### config.mk
export PLATFORM = sky130hd
export DESIGN_NAME = pipe_hazard_ctrl
export DESIGN_NICKNAME = d
export VERILOG_FILES = /design/src/rtl/pipe_ctrl_pkg.sv /design/src/rtl/fwd_unit.sv /design/src/rtl/pipe_hazard_ctrl.sv
export SDC_FILE = /design/constraint.sdc
export NUM_CORES = 1
export LEC_CHECK = 0
export ABC_AREA = 1
export BUFFER_PORTS_ARGS = -buffer_cell sky130_fd_sc_hd__buf_2
export CAP_MARGIN = 20
export CORE_MARGIN = 5
export CORE_UTILIZATION = 55
export DETAILED_ROUTE_END_ITERATION = 6
export GPL_ROUTABILITY_DRIVEN = 0
export GPL_TIMING_DRIVEN = 0
export PLACE_DENSITY = 0.8
export SETUP_SLACK_MARGIN = 0.3
export SLEW_MARGIN = 20
export SYNTH_ARGS = -nofsm -noshare
export SYNTH_HDL_FRONTEND = slang
export SYNTH_HIERARCHICAL = 1
export SYNTH_SLANG_ARGS = --single-unit
### constraint.sdc
create_clock -name Clk -period 2.72 [get_ports Clk]
set_input_delay 0.272 -clock Clk [delete_from_list [all_inputs] [get_ports Clk]]
set_output_delay 0.272 -clock Clk [all_outputs]
set_load 0.02 [all_outputs]
### src/rtl/pipe_ctrl_pkg.sv
// Shared definitions for the pipeline hazard/flush controller:
// FSM state encoding and operand-forwarding select codes.
package pipe_ctrl_pkg;

    typedef enum logic [1:0] {
        StRun     = 2'd0,
        StFlush   = 2'd1,
        StMemWait = 2'd2
    } state_e;

    localparam logic [1:0] FWD_REG    = 2'b00;
    localparam logic [1:0] FWD_EXALU  = 2'b01;
    localparam logic [1:0] FWD_MEMALU = 2'b10;
    localparam logic [1:0] FWD_MEMLD  = 2'b11;

endpackage

### src/rtl/fwd_unit.sv
// Combinational forwarding select for one ID-stage source operand.
// EX has precedence over MEM; register $0 is never forwarded.
module fwd_unit
    import pipe_ctrl_pkg::*;
(
    input  logic [4:0] src,
    input  logic       ex_wreg,
    input  logic       ex_m2reg,
    input  logic [4:0] ex_wn,
    input  logic       mem_wreg,
    input  logic       mem_m2reg,
    input  logic [4:0] mem_wn,
    output logic [1:0] sel
);

    always_comb begin
        sel = FWD_REG;
        // A load in EX has no data yet; the load-use stall covers that case.
        if (ex_wreg && !ex_m2reg && (ex_wn != 5'd0) && (ex_wn == src)) begin
            sel = FWD_EXALU;
        end else if (mem_wreg && (mem_wn != 5'd0) && (mem_wn == src)) begin
            sel = mem_m2reg ? FWD_MEMLD : FWD_MEMALU;
        end
    end

endmodule

### src/rtl/pipe_hazard_ctrl.sv
// Hazard and flush controller: drives PC/IF/ID enables, Condep clears and
// forwarding selects; counts stall cycles and applied branch flushes.
module pipe_hazard_ctrl
    import pipe_ctrl_pkg::*;
#(
    parameter int unsigned FLUSH_CYCLES = 1,
    parameter int unsigned CNT_W        = 32
) (
    input  logic             Clk,
    input  logic             Clr,
    input  logic [4:0]       id_rs,
    input  logic [4:0]       id_rt,
    input  logic             id_use_rs,
    input  logic             id_use_rt,
    input  logic             ex_wreg,
    input  logic             ex_m2reg,
    input  logic [4:0]       ex_wn,
    input  logic             mem_wreg,
    input  logic             mem_m2reg,
    input  logic [4:0]       mem_wn,
    input  logic             br_taken,
    input  logic             mem_busy,
    output logic             pc_we,
    output logic             ifid_we,
    output logic             ifid_condep,
    output logic             idex_condep,
    output logic [1:0]       fwda,
    output logic [1:0]       fwdb,
    output logic [CNT_W-1:0] stall_cnt,
    output logic [CNT_W-1:0] flush_cnt
);

    state_e           state_q, state_d;
    logic [1:0]       fcnt_q, fcnt_d;
    logic             br_pend_q, br_pend_d;
    logic             flush_apply;
    logic             load_use;
    logic [1:0]       fwda_raw, fwdb_raw;
    logic [CNT_W-1:0] stall_q, flush_q;

    assign load_use = ex_wreg && ex_m2reg && (ex_wn != 5'd0) &&
                      ((id_use_rs && (id_rs == ex_wn)) || (id_use_rt && (id_rt == ex_wn)));

    always_comb begin
        pc_we       = 1'b1;
        ifid_we     = 1'b1;
        ifid_condep = 1'b0;
        idex_condep = 1'b0;
        state_d     = state_q;
        fcnt_d      = fcnt_q;
        br_pend_d   = br_pend_q;
        flush_apply = 1'b0;
        if (Clr) begin
            pc_we       = 1'b0;
            ifid_we     = 1'b0;
            ifid_condep = 1'b1;
            idex_condep = 1'b1;
        end else if (mem_busy) begin
            pc_we   = 1'b0;
            ifid_we = 1'b0;
            state_d = StMemWait;
            fcnt_d  = 2'd0;
            // An interrupted flush is replayed once memory is ready.
            if (br_taken || (state_q == StFlush)) begin
                br_pend_d = 1'b1;
            end
        end else if (br_taken || br_pend_q) begin
            ifid_condep = 1'b1;
            idex_condep = 1'b1;
            flush_apply = 1'b1;
            br_pend_d   = 1'b0;
            if (FLUSH_CYCLES > 0) begin
                fcnt_d  = 2'(FLUSH_CYCLES);
                state_d = StFlush;
            end else begin
                state_d = StRun;
            end
        end else if (state_q == StFlush) begin
            ifid_condep = 1'b1;
            fcnt_d      = fcnt_q - 2'd1;
            if (fcnt_q <= 2'd1) begin
                state_d = StRun;
            end
        end else if (load_use) begin
            pc_we       = 1'b0;
            ifid_we     = 1'b0;
            idex_condep = 1'b1;
            state_d     = StRun;
        end else begin
            state_d = StRun;
        end
    end

    always_ff @(posedge Clk) begin
        if (Clr) begin
            state_q   <= StRun;
            fcnt_q    <= 2'd0;
            br_pend_q <= 1'b0;
            stall_q   <= '0;
            flush_q   <= '0;
        end else begin
            state_q   <= state_d;
            fcnt_q    <= fcnt_d;
            br_pend_q <= br_pend_d;
            if (!pc_we) begin
                stall_q <= stall_q + CNT_W'(1);
            end
            if (flush_apply) begin
                flush_q <= flush_q + CNT_W'(1);
            end
        end
    end

    fwd_unit u_fwd_rs (
        .src       (id_rs),
        .ex_wreg   (ex_wreg),
        .ex_m2reg  (ex_m2reg),
        .ex_wn     (ex_wn),
        .mem_wreg  (mem_wreg),
        .mem_m2reg (mem_m2reg),
        .mem_wn    (mem_wn),
        .sel       (fwda_raw)
    );

    fwd_unit u_fwd_rt (
        .src       (id_rt),
        .ex_wreg   (ex_wreg),
        .ex_m2reg  (ex_m2reg),
        .ex_wn     (ex_wn),
        .mem_wreg  (mem_wreg),
        .mem_m2reg (mem_m2reg),
        .mem_wn    (mem_wn),
        .sel       (fwdb_raw)
    );

    assign fwda      = Clr ? FWD_REG : fwda_raw;
    assign fwdb      = Clr ? FWD_REG : fwdb_raw;
    assign stall_cnt = stall_q;
    assign flush_cnt = flush_q;

endmodule

==> results of run 1 <==
[synthesized netlist by cell type]
library cell    n
or2_1           1
nand3b_1       17
nand2_1       287
o21ai_0        19
nor3_2          2
ha_1            3
a21oi_1        53
nand4_1        13
o21ai_1         4
xnor2_1         7
o41ai_1         1
buf_2           9
a2111oi_0       1
clkbuf_1        6
nand3_1        53
inv_2          11
nor2_2         10
nor4_1          1
dfxtp_1        69
inv_1          85
o21bai_2        1
nand3_2         3
buf_4           4
nand4_2         1
nor3_1          7
o221a_2         1
nand2_4         1
nor3b_2         1
buf_6           1
xor2_1         13
nor2_4          8
nand2_2         7
nor2_8          2
nor2_1        121
nand4_4         1
nor3b_1         2
nand2_8         1
[power breakdown]
group	switching [W]	leakage [nW]	internal, W
sequential	0.0000148	0.557	0.00102
combinational	0.000178	1.95	0.0000867
clock	0.000381	0.0975	0.000465
[stage by stage]
step	hold WS, ns	setup WS, ns	cells	cell area (um2)	power [W]
3_5_place_dp	0.475	0.797	1035	5550	0.00132
2_1_floorplan	0.413	0.987	827	4920	0.00123
6_report	0.172	0.600	1049	5750	0.00215
4_1_cts	0.160	0.586	1049	5750	0.00217
3_3_place_gp	0.470	0.781	1035	5550	0.00132
5_1_grt	0.175	0.460	1049	5750	0.00224
[logic make-up (layout without fill, tap and decap cells)]
group           after synthesis  count (layout)  synth area share
simple gates                539             539             0.495
buf+inv                     116             230            0.0954
compound gates               80              80            0.0855
flops                        69              69             0.281
xor+xnor                     20              20            0.0356
fa+ha+maj                     3               3           0.00764
[path summary, 6_finish.rpt]
path         depth (start not counted)                  startpoint                    endpoint  slack, ns
min reg2reg                          2  flush_cnt[15]$_SDFFE_PP0P_  flush_cnt[15]$_SDFFE_PP0P_       0.48
min                                  2                         Clr     state_q[1]$_SDFFE_PP0P_       0.17
max reg2reg                          9   stall_cnt[0]$_SDFFE_PP0N_  stall_cnt[28]$_SDFFE_PP0N_       0.76
max                                 10     state_q[0]$_SDFFE_PP0P_                       pc_we       0.60
[critical path, cell delays in order, from the launching register on]
cell     delay [ns]
dfxtp_1        0.31
inv_1          0.04
or2_1          0.26
nand4_1        0.11
inv_1          0.05
nand2_2        0.09
nand2_4        0.08
nand2_2        0.12
buf_4          0.19
buf_4          0.12
buf_2          0.14
[state kept, by name, indices dropped and copies added, names as in the netlist]
| name | count |
|---|---|
| flush_cnt | 32 |
| state_q | 2 |
| br_pend_q | 1 |
| fcnt_q | 2 |
| stall_cnt | 32 |
[routing by layer]
metal,track usage,up-vias
met1,0.330,2381
met2,0.381,200
met3,0.0567,23
met4,0.0611,0
li1,-,2821
met5,0,-
[area by class of cell]
type	instances	area [um2]
buffer	20	109
inverter	96	360
multi-input combinational	642	3070
timing repair buffer	100	500
sequential	69	1380
tap	108	135
clock inverter	3	46.3
fill	863	2970
clock buffer	11	151
==> results.yml, run 1 <==
run_status:
  status: "finished, final reports clean"
sta:
  period_needed_ns: 2.12
  max_freq_mhz: 472
  worstMarginPinSlew_ns: 0.640
  finalSetupViolCount: 0
  tns_ns: 0
  min_period_over_period: 0.780
  finClkSkew_ns: 0.0169
  final_max_slew_viol_count: 0
  finalHoldViolations: 0
  rsz0062_at_grt: "no"
  slew_headroom: 0.574
final_layout:
  post-route-util: 0.659
  area_delta_synth_final_pct: 17.0
  nets: 971
  layout_common_cells: "287 x nand2_1, 121 x nor2_1, 109 x buf_2, 85 x inv_1, 69 x dfxtp_1"
  antenna_cells: 0
  drive_gt1_frac: 0.189
  final_common_cell: "nand2_1"
worst_setup_path:
  critPathMaxFanout: 11
  cp.required_ns: 2.45
  critPathKind: "register to output port"
  start_kind: "register"
  end_kind: "output port"
  critPathArrivalTime_ns: 1.85
global_route:
  grtUsageTotal: 0.240
  grt_max_degree: 12
  grt_pass1_wl_mm: 22.4
  grt_pass1_vias: 4845
  antenna_found_initial: 0
  overflow: 0
yosys:
  ys_seq_elements: 69
  netlist_top_cells_area: "dfxtp_1 28%, nand2_1 22%, nor2_1 9.2%"
  yosys.area.top_type_share: 0.281
  yosysTopAreaCell: "dfxtp_1"
  syn_inst: 827
  syn_area_per_cell_um2: 5.94
  ys_warn_count: 6
  mappedNetlistArea_mm2: 0.00492
  syn_nets: 860
  yosysUniqueCellTypes: 37
  ys_seq_area_frac: 0.281
power:
  power_leakage_nw: 2.60
  powerDensity_mw_per_mm2: 373
  max-vdd-ir-drop_mv: 0.206
clock_tree:
  hold_buffers: 0
  cts_resized: 0
  clk_pin_slew_worst_paths_ns: 0.06
  clock_path_buffers: 2
  insertion_delay_ns: 0.35
  htreeDepth: 3
  post_cts.repair.setup_buffers: 0
  cts_buffers: 9
  clock_sinks: 69
  cts_tree: "built"
  cts-root-buf: "clkbuf_8"
die:
  core_area_mm2: 0.00872
  fp.dieW_um: 105
  start_util: 0.564
  fp.dieH_um: 105
  pin_count: 102
  row_count: 34
  die_area_mm2: 0.0109
routing:
  vias: 5425
  wl_met3_mm: 1.08
  wl_per_cell_um: 12.4
  wl_mm: 13.0
  met1_length_mm: 5.85
  wl_met2_mm: 5.88
  postRouteAntennaNets: 0
  drt_iter0_markers: 264
  viasPerCell: 5.17
  maxUsedRoutingLayer: "met4"
  first_pass_iters: 5
  drc: 0
place:
  dpl.hpwl_mm: 10.2
  port-buffer-count: 100
job:
  maxCapViolations: 0
hold_path:
  hp-class: "input port to register"
Power figures use the tool's default switching activity.
==> run 2, diff against run 1 <==
--- a/config.mk
+++ b/config.mk
@@ -9,11 +9,11 @@
 export BUFFER_PORTS_ARGS = -buffer_cell sky130_fd_sc_hd__buf_2
 export CAP_MARGIN = 20
 export CORE_MARGIN = 5
-export CORE_UTILIZATION = 55
+export CORE_UTILIZATION = 50
 export DETAILED_ROUTE_END_ITERATION = 6
 export GPL_ROUTABILITY_DRIVEN = 0
 export GPL_TIMING_DRIVEN = 0
-export PLACE_DENSITY = 0.8
+export PLACE_DENSITY = 0.77
 export SETUP_SLACK_MARGIN = 0.3
 export SLEW_MARGIN = 20
 export SYNTH_ARGS = -nofsm -noshare
==> constraint.sdc (replaced) <==
create_clock -name Clk -period 1.94 [get_ports Clk]
set_input_delay 0.194 -clock Clk [delete_from_list [all_inputs] [get_ports Clk]]
set_output_delay 0.194 -clock Clk [all_outputs]
set_load 0.02 [all_outputs]
==> results.yml, run 2 (synthesis results as in run 1) <==
clock_tree:
  htreeDepth: 3
  clock_path_buffers: 2
  insertion_delay_ns: 0.35
  cts_buffers: 9
  clock_sinks: 69
  cts_tree: "built"
  clk_pin_slew_worst_paths_ns: 0.08
  cts-root-buf: "clkbuf_8"
routing:
  drt_iter0_markers: 277
  wl_met2_mm: 6.15
  maxUsedRoutingLayer: "met4"
  viasPerCell: 5.00
  postRouteAntennaNets: 0
  wl_met3_um: 752
  drc: 0
  wl_per_cell_um: 12.4
  vias: 5470
  met1_length_mm: 6.31
  first_pass_iters: 5
  wl_mm: 13.6
sta:
  finalHoldViolations: 0
  period_needed_ns: 1.75
  slew_headroom: 0.531
  whs_ns: 0.111
  finClkSkew_ns: 0.0142
  worstMarginPinSlew_ns: 0.703
  finalSetupViolCount: 0
  rsz0062_at_grt: "yes"
  setup_slack_ns: 0.193
  min_period_over_period: 0.901
  final_max_slew_viol_count: 0
  tns_ns: 0
  max_freq_mhz: 572
worst_setup_path:
  reg2reg_depth: 10
  end_kind: "output port"
  critPathArrivalTime_ns: 1.55
  start_kind: "register"
  critPathMaxFanout: 4
  critPathKind: "register to output port"
  timing.rr.start: "flush_cnt[1]$_SDFFE_PP0P_"
  cp.required_ns: 1.75
  reg2reg_setup_slack_ns: 0.38
  reg2reg_to: "flush_cnt[30]$_SDFFE_PP0P_"
power:
  power.total_w: 0.00310
  power_leakage_nw: 2.72
  powerDensity_mw_per_mm2: 509
  max-vdd-ir-drop_mv: 0.285
final_layout:
  nets: 988
  layout_common_cells: "284 x nand2_1, 115 x nor2_1, 106 x buf_2, 82 x inv_1, 52 x a21oi_1"
  final_common_cell: "nand2_1"
  design_area_mm2: 0.00610
  drive_gt1_frac: 0.247
  area_delta_synth_final_pct: 24.1
  antenna_cells: 0
global_route:
  grt_pass1_vias: 4903
  overflow: 0
  grt_pass1_wl_mm: 21.9
  grtUsageTotal: 0.227
  antenna_found_initial: 0
  grt_max_degree: 13
die:
  fp.dieW_um: 109
  die_area_mm2: 0.0119
  row_count: 36
  pin_count: 102
  fp.dieH_um: 109
  start_util: 0.508
  core_area_mm2: 0.00968
hold_path:
  min_path_cells: 2
  min_to: "state_q[1]$_SDFFE_PP0P_"
  hp-class: "input port to register"
  worstHoldStart: "Clr"
place:
  dp_slack_ns: 0.147
  dpl.hpwl_mm: 10.1
  port-buffer-count: 100
  placed_cell_area_mm2: 0.00559
job:
  maxCapViolations: 0
run_status:
  status: "finished, final reports clean"
[run 2: critical path, stage by stage (launching register included)]
cell	delay (ns)
dfxtp_2	0.32
inv_1	0.03
or2_4	0.22
nand4_1	0.07
inv_1	0.05
nand2_2	0.08
nand2_4	0.06
nand2_4	0.06
buf_6	0.11
buf_6	0.09
buf_6	0.10
[run 2: stage by stage]
stage,utilization,cells
3_3_place_gp,0.577,1060
6_report,0.630,1093
5_1_grt,0.630,1093
4_1_cts,0.610,1084
2_1_floorplan,-,827
3_5_place_dp,0.577,1060
[run 2: worst max-delay path by stage]
stage                                    from                    endpoint  slack, ns  cells after the start
global route          state_q[0]$_SDFFE_PP0P_                       pc_we       0.11                     10
detailed placement                   ex_wn[2]                       pc_we       0.15                     13
global placement                     ex_wn[2]                       pc_we       0.14                     13
finish                state_q[0]$_SDFFE_PP0P_                       pc_we       0.19                     10
floorplan           stall_cnt[1]$_SDFFE_PP0N_  stall_cnt[12]$_SDFFE_PP0N_       0.32                      8
CTS                   state_q[0]$_SDFFE_PP0P_                       pc_we       0.15                     10
[run 2: timing repair]
item,in CTS,in global routing
endpoints found under the hold margin,0,0
endpoints found under the setup margin,10,28
hold buffers,0,0
pin swaps,7,9
buffers inserted,8,9
resized for setup,19,41
[run 2: area by class of cell]
type / count / area (um2)
multi-input cells: 642 / 3200
well taps: 133 / 166
flip-flops and latches: 69 / 1410
inverters: 96 / 360
plain buffers: 20 / 116
clock buffers: 11 / 141
fillers: 961 / 3590
repair buffers: 117 / 647
clock inverters: 5 / 58.8
[run 2: power by group]
| part | internal, W | total, W | switching (W) |
|---|---|---|---|
| Clock | 0.000632 | 0.00122 | 0.000592 |
| Sequential | 0.00143 | 0.00145 | 0.0000214 |
| Combinational | 0.000157 | 0.000423 | 0.000266 |
[run 2: per-layer routing]
metal  vias up  track usage
met2       145        0.371
met3        28       0.0385
met1      2435        0.300
met4         0       0.0821
li1       2862            -
met5         -            0
